**config.mk**
```make
export PLATFORM = sky130hd
export DESIGN_NAME = sync_fifo_flags
export DESIGN_NICKNAME = d
export VERILOG_FILES = /design/src/rtl/fifo_pkg.sv /design/src/rtl/fifo_mem_2p.sv /design/src/rtl/sync_fifo_flags.sv
export SDC_FILE = /design/constraint.sdc
export NUM_CORES = 1
export LEC_CHECK = 0
export ABC_AREA = 1
export BUFFER_PORTS_ARGS = -buffer_cell sky130_fd_sc_hd__buf_2
export CORE_MARGIN = 5
export CORE_UTILIZATION = 45
export DETAILED_ROUTE_END_ITERATION = 10
export GPL_ROUTABILITY_DRIVEN = 1
export PLACE_DENSITY = 0.75
export SLEW_MARGIN = 20
export SYNTH_ARGS = -nofsm -noshare
export SYNTH_HDL_FRONTEND = slang
export SYNTH_SLANG_ARGS = --single-unit
```
**constraint.sdc**
```tcl
create_clock -name clk -period 3.9 [get_ports clk]
set_input_delay 0.39 -clock clk [delete_from_list [all_inputs] [get_ports clk]]
set_output_delay 0.39 -clock clk [all_outputs]
set_load 0.005 [all_outputs]
```
**src/rtl/fifo_pkg.sv**
```systemverilog
// Shared helpers and mode constants for the sync_fifo_flags family.
// Pulled into the FIFO top and memory files with a wildcard import.
package fifo_pkg;

    localparam int FIFO_MODE_STD  = 0;
    localparam int FIFO_MODE_FWFT = 1;

    // Pointer width for an n-entry array; a 1-entry or 2-entry array still needs one bit.
    function automatic int clog2_min1(input int n);
        int w;
        w = 0;
        while ((1 << w) < n) w++;
        return (w < 1) ? 1 : w;
    endfunction

endpackage

```
**src/rtl/fifo_mem_2p.sv**
```systemverilog
// Unreset register array: one synchronous write port, one asynchronous read port.
// The address width follows the entry count, so DEPTH does not have to be a power of two.
module fifo_mem_2p
    import fifo_pkg::*;
#(
    parameter int WIDTH = 16,
    parameter int DEPTH = 8,
    localparam int AW = clog2_min1(DEPTH)
) (
    input  logic             clk,
    input  logic             we,
    input  logic [AW-1:0]    waddr,
    input  logic [WIDTH-1:0] wdata,
    input  logic [AW-1:0]    raddr,
    output logic [WIDTH-1:0] rdata
);

    logic [WIDTH-1:0] mem [DEPTH];

    always_ff @(posedge clk) begin
        if (we) mem[waddr] <= wdata;
    end

    assign rdata = mem[raddr];

endmodule

```
**src/rtl/sync_fifo_flags.sv**
```systemverilog
// Single-clock FIFO of any depth >= 2, with a standard or FWFT read port, programmable
// almost flags, an occupancy count, sticky overflow/underflow and a synchronous flush.
module sync_fifo_flags
    import fifo_pkg::*;
#(
    parameter int WIDTH     = 16,
    parameter int DEPTH     = 8,
    parameter int FWFT      = FIFO_MODE_STD,
    parameter int AF_THRESH = DEPTH - 2,
    parameter int AE_THRESH = 2,
    localparam int CW = $clog2(DEPTH + 1)
) (
    input  logic             clk,
    input  logic             reset,
    input  logic             clr,
    input  logic             w_enb,
    input  logic [WIDTH-1:0] din,
    input  logic             r_enb,
    output logic [WIDTH-1:0] dout,
    output logic             valid,
    output logic             empty,
    output logic             full,
    output logic             almost_empty,
    output logic             almost_full,
    output logic [CW-1:0]    count,
    output logic             overflow,
    output logic             underflow
);

    localparam int AW = clog2_min1(DEPTH);

    if (DEPTH < 2) begin : g_bad_depth
        $error("sync_fifo_flags: DEPTH must be at least 2");
    end
    if (AF_THRESH < 1 || AF_THRESH > DEPTH) begin : g_bad_af
        $error("sync_fifo_flags: AF_THRESH must lie in 1..DEPTH");
    end
    if (AE_THRESH < 0 || AE_THRESH > DEPTH - 1) begin : g_bad_ae
        $error("sync_fifo_flags: AE_THRESH must lie in 0..DEPTH-1");
    end

    logic [AW-1:0]    wptr_q, rptr_q, wptr_nxt, rptr_nxt;
    logic [CW-1:0]    count_q;
    logic             overflow_q, underflow_q;
    logic             rd_ok, wr_ok;
    logic [WIDTH-1:0] rd_data;

    // Handshake: w_enb/r_enb are requests; a request is taken only when wr_ok/rd_ok is
    // high at the rising edge. A refused write sets overflow, a read on empty sets underflow,
    // and a write into a full FIFO is taken when a read is taken in the same cycle.
    assign rd_ok = r_enb & ~empty;
    assign wr_ok = w_enb & (~full | rd_ok);

    assign wptr_nxt = (wptr_q == AW'(DEPTH - 1)) ? '0 : wptr_q + AW'(1);
    assign rptr_nxt = (rptr_q == AW'(DEPTH - 1)) ? '0 : rptr_q + AW'(1);

    fifo_mem_2p #(
        .WIDTH (WIDTH),
        .DEPTH (DEPTH)
    ) u_mem (
        .clk   (clk),
        .we    (wr_ok & ~clr),
        .waddr (wptr_q),
        .wdata (din),
        .raddr (rptr_q),
        .rdata (rd_data)
    );

    always_ff @(posedge clk or posedge reset) begin
        if (reset) begin
            wptr_q      <= '0;
            rptr_q      <= '0;
            count_q     <= '0;
            overflow_q  <= 1'b0;
            underflow_q <= 1'b0;
        end else if (clr) begin
            wptr_q      <= '0;
            rptr_q      <= '0;
            count_q     <= '0;
            overflow_q  <= 1'b0;
            underflow_q <= 1'b0;
        end else begin
            if (wr_ok) wptr_q <= wptr_nxt;
            if (rd_ok) rptr_q <= rptr_nxt;
            case ({wr_ok, rd_ok})
                2'b10:   count_q <= count_q + CW'(1);
                2'b01:   count_q <= count_q - CW'(1);
                default: count_q <= count_q;
            endcase
            if (w_enb & ~wr_ok) overflow_q  <= 1'b1;
            if (r_enb & empty)  underflow_q <= 1'b1;
        end
    end

    // All flags come straight from the count register, so they move one edge after the cause.
    assign count        = count_q;
    assign empty        = (count_q == '0);
    assign full         = (count_q == CW'(DEPTH));
    assign almost_empty = (count_q <= CW'(AE_THRESH));
    assign almost_full  = (count_q >= CW'(AF_THRESH));
    assign overflow     = overflow_q;
    assign underflow    = underflow_q;

    if (FWFT == FIFO_MODE_FWFT) begin : g_fwft
        // Head word is shown while data is present; r_enb consumes it at the edge.
        assign dout  = empty ? '0 : rd_data;
        assign valid = ~empty;
    end else begin : g_std
        logic [WIDTH-1:0] dout_q;
        logic             valid_q;

        always_ff @(posedge clk or posedge reset) begin
            if (reset) begin
                dout_q  <= '0;
                valid_q <= 1'b0;
            end else if (clr) begin
                valid_q <= 1'b0;
            end else begin
                valid_q <= rd_ok;
                if (rd_ok) dout_q <= rd_data;
            end
        end

        assign dout  = dout_q;
        assign valid = valid_q;
    end

endmodule
```
==> flow_metrics.py <==
metrics = {
    "placement": {
        "hpwl_um": 8320,
        "routabilityCongestion": 0.836,
        "io_buffers": 47,
    },
    "worst_hold_path": {
        "hp-class": "input port to flip-flop",
    },
    "sta": {
        "setup_tns_ns": 0,
        "period_needed_ns": 1.96,
        "fin_crit_sh_pct": 50.3,
        "drv_slew": 0,
        "tightest_slew_ns": 1.02,
        "rsz0062_at_grt": "false",
        "hold_viol_final": 0,
        "relSlewSlack_pct": 31.7,
        "max_freq_ghz": 0.510,
        "fin_worst_skew_ns": 0.0130,
        "setup_viol": 0,
    },
    "critical_path": {
        "crit_required_ns": 4.26,
        "cp_slowest_cell": "inv_2",
        "worstSetupPathType": "flip-flop to flip-flop",
        "critPathLaunchType": "flip-flop",
        "cp_num_buf_inv": 1,
        "critPathTopFamily": "buffers and inverters",
        "cp_max_fo": 66,
        "path_cells": "inv_2 -> o21ai_0 -> o221ai_1 -> nand3_2 -> nand2_1",
        "cp.arrival_ns": 2.32,
        "worstSetupEndpointType": "flip-flop",
        "max_stage_delay_ns": 0.74,
    },
    "logic_synthesis": {
        "synth_top_family_by_area": "simple AND/OR/NAND/NOR gates",
        "synth_warnings": 0,
        "synthArstFlopShare_pct": 18.5,
        "synth_top_area_cell": "edfxtp_1",
        "syn_nets": 519,
        "ys_top_cells_by_area": "edfxtp_1, dfrtp_1, o21ai_0, nor2_1, o221ai_1",
        "synth_top_area_share_pct": 60.2,
        "synth_edf_count": 128,
        "ys_types": 33,
        "synthAdderAreaFrac_pct": 1.18,
        "synth-simple-area-share_pct": 12.4,
        "synth_area_um2": 6380,
        "yosys_most_used_dff": "edfxtp_1",
        "syn_inst": 492,
        "avgSynthCellArea_um2": 13.0,
        "synth-xor-area-share_pct": 0,
        "ys_ff_latch": 157,
        "synth-compound-area-share_pct": 10.7,
        "synthMuxAreaShare_pct": 0,
        "synth_seq_area_share_pct": 71.6,
    },
    "clock_tree": {
        "cts.reportedPaths.clkPinSlew_ns": 0.06,
        "clock_latency_ns": 0.43,
        "root_buffer": "clkbuf_16",
        "cts_resized": 0,
        "htreeDepth": 4,
        "cts_tree": "done",
        "clk_path_buf_depth": 2,
        "clock_sinks": 157,
        "numCtsBuffers": 17,
    },
    "job": {
        "maxCapViolations": 0,
    },
    "floorplanning": {
        "die_y_um": 129,
        "initial_utilization_pct": 46.0,
        "ioPinCount": 48,
        "core_region_area_um2": 13900,
        "dieArea_um2": 16700,
        "rows": 43,
        "fp.dieW_um": 129,
    },
    "grt": {
        "grt_max_degree": 67,
        "grt_pass1_wl_um": 22300,
        "grt_overflow": 0,
        "grt_pass1_vias": 4207,
        "antenna_found_initial": 0,
        "grt_usage_pct": 17.9,
    },
    "final_layout": {
        "final_common_cell": "edfxtp_1",
        "final_cell_mix": "edfxtp_1, nor2_1, o21ai_0, nand2_1, buf_2",
        "area_growth_syn_to_layout_pct": 14.4,
        "final_layout_size_suffix_gt1_share_pct": 20.4,
        "fin_nets": 573,
        "fill_cells": 1142,
        "diodes": 0,
    },
    "pwr": {
        "power_leakage_nw": 2.75,
        "vdd_ir_drop_max_mv": 0.335,
        "power_per_cell_area_nw_per_um2": 635,
        "total_power_mw": 4.63,
    },
    "detailed_routing": {
        "first_pass_iters": 5,
        "ant_nets": 0,
        "drt-wirelength-per-cell_um": 19.3,
        "drt_iter0_drc": 475,
        "routed_wl_um": 14300,
        "via_per_inst": 5.71,
        "drc": 0,
        "vias": 4220,
    },
    "outcome": {
        "run_status": "completed",
    },
}
## cells in the mapped netlist (2+ instances only)
library cell / count
edfxtp_1: 128
nor2_1: 76
o21ai_0: 64
nand2_1: 63
o221ai_1: 32
dfrtp_1: 29
inv_1: 17
nand3_1: 11
clkbuf_1: 9
nand3_2: 9
buf_2: 8
buf_6: 6
ha_1: 6
o21ai_1: 6
inv_2: 5
nand2_2: 3
nand3_4: 2
nor2_4: 2
o21a_1: 2
## power by group
group,total (mW),internal (mW),switching (mW)
sequential,2.07,1.95,0.112
combinational,1.11,0.365,0.742
clock,1.46,0.810,0.651
total,4.63,3.13,1.51
## metrics by stage
stage	cells	utilization [%]	area [µm²]	hold slack (ns)	setup WS, ns
finish	739	52.6	7300	0.232	1.94
global route	739	52.6	7300	0.231	1.80
CTS	739	52.6	7300	0.223	1.97
detailed placement	706	48.8	6770	0.456	2.06
global placement	706	48.8	6770	0.455	2.13
floorplan	492	-	6380	0.468	1.88
## final cells by class
cell class              instances  area [µm²]  share of cell area, %
clock buffers                  18         429                   5.88
clock inverters                14        93.8                   1.29
inverters                      24        95.1                   1.30
multi-input cells             286        1550                   21.3
flip-flops and latches        157        4570                   62.6
well taps                     180         225                   3.08
repair buffers                 60         335                   4.59
## cells by family after synthesis
logic type | Yosys count
buffers and inverters | 49
AOI/OAI and AO/OA | 108
DFF | 157
and+or+nand+nor | 172
adders and majority gates | 6
## sequential cells by signal (all words and copies together), names as in the netlist
name       flops
underflow      1
rptr_q         3
u_mem.mem    128
count          4
overflow       1
wptr_q         3
dout          16
valid          1
## metal layers
layer  global-route usage (%)  up-vias  wire length, µm
met3                     5.73       18             1190
met5                        0        -                0
met4                     5.44        0              151
met1                     22.8     2097             5800
met2                     29.3      205             7120
li1                         -     1900                -
## repair_timing
action                                 in CTS  in global routing
endpoints found under the hold margin       8                  0
hold buffers                                1                  0
setup buffers                               0                  0
## worst paths after layout
path | start | endpoint | slack [ns] | cells past startpoint
max | rptr_q[0] | dout[10] | 1.94 | 5
min | din[11] | u_mem.mem[2][11] | 0.23 | 1
max reg2reg | rptr_q[0] | dout[10] | 1.94 | 5
min reg2reg | dout[1] | dout[1] | 0.49 | 2
max in group asynchronous | reset | dout[4] | 2.69 | 4
min in group asynchronous | reset | dout[13] | 0.53 | 3
(Power assumes the default switching activity.)
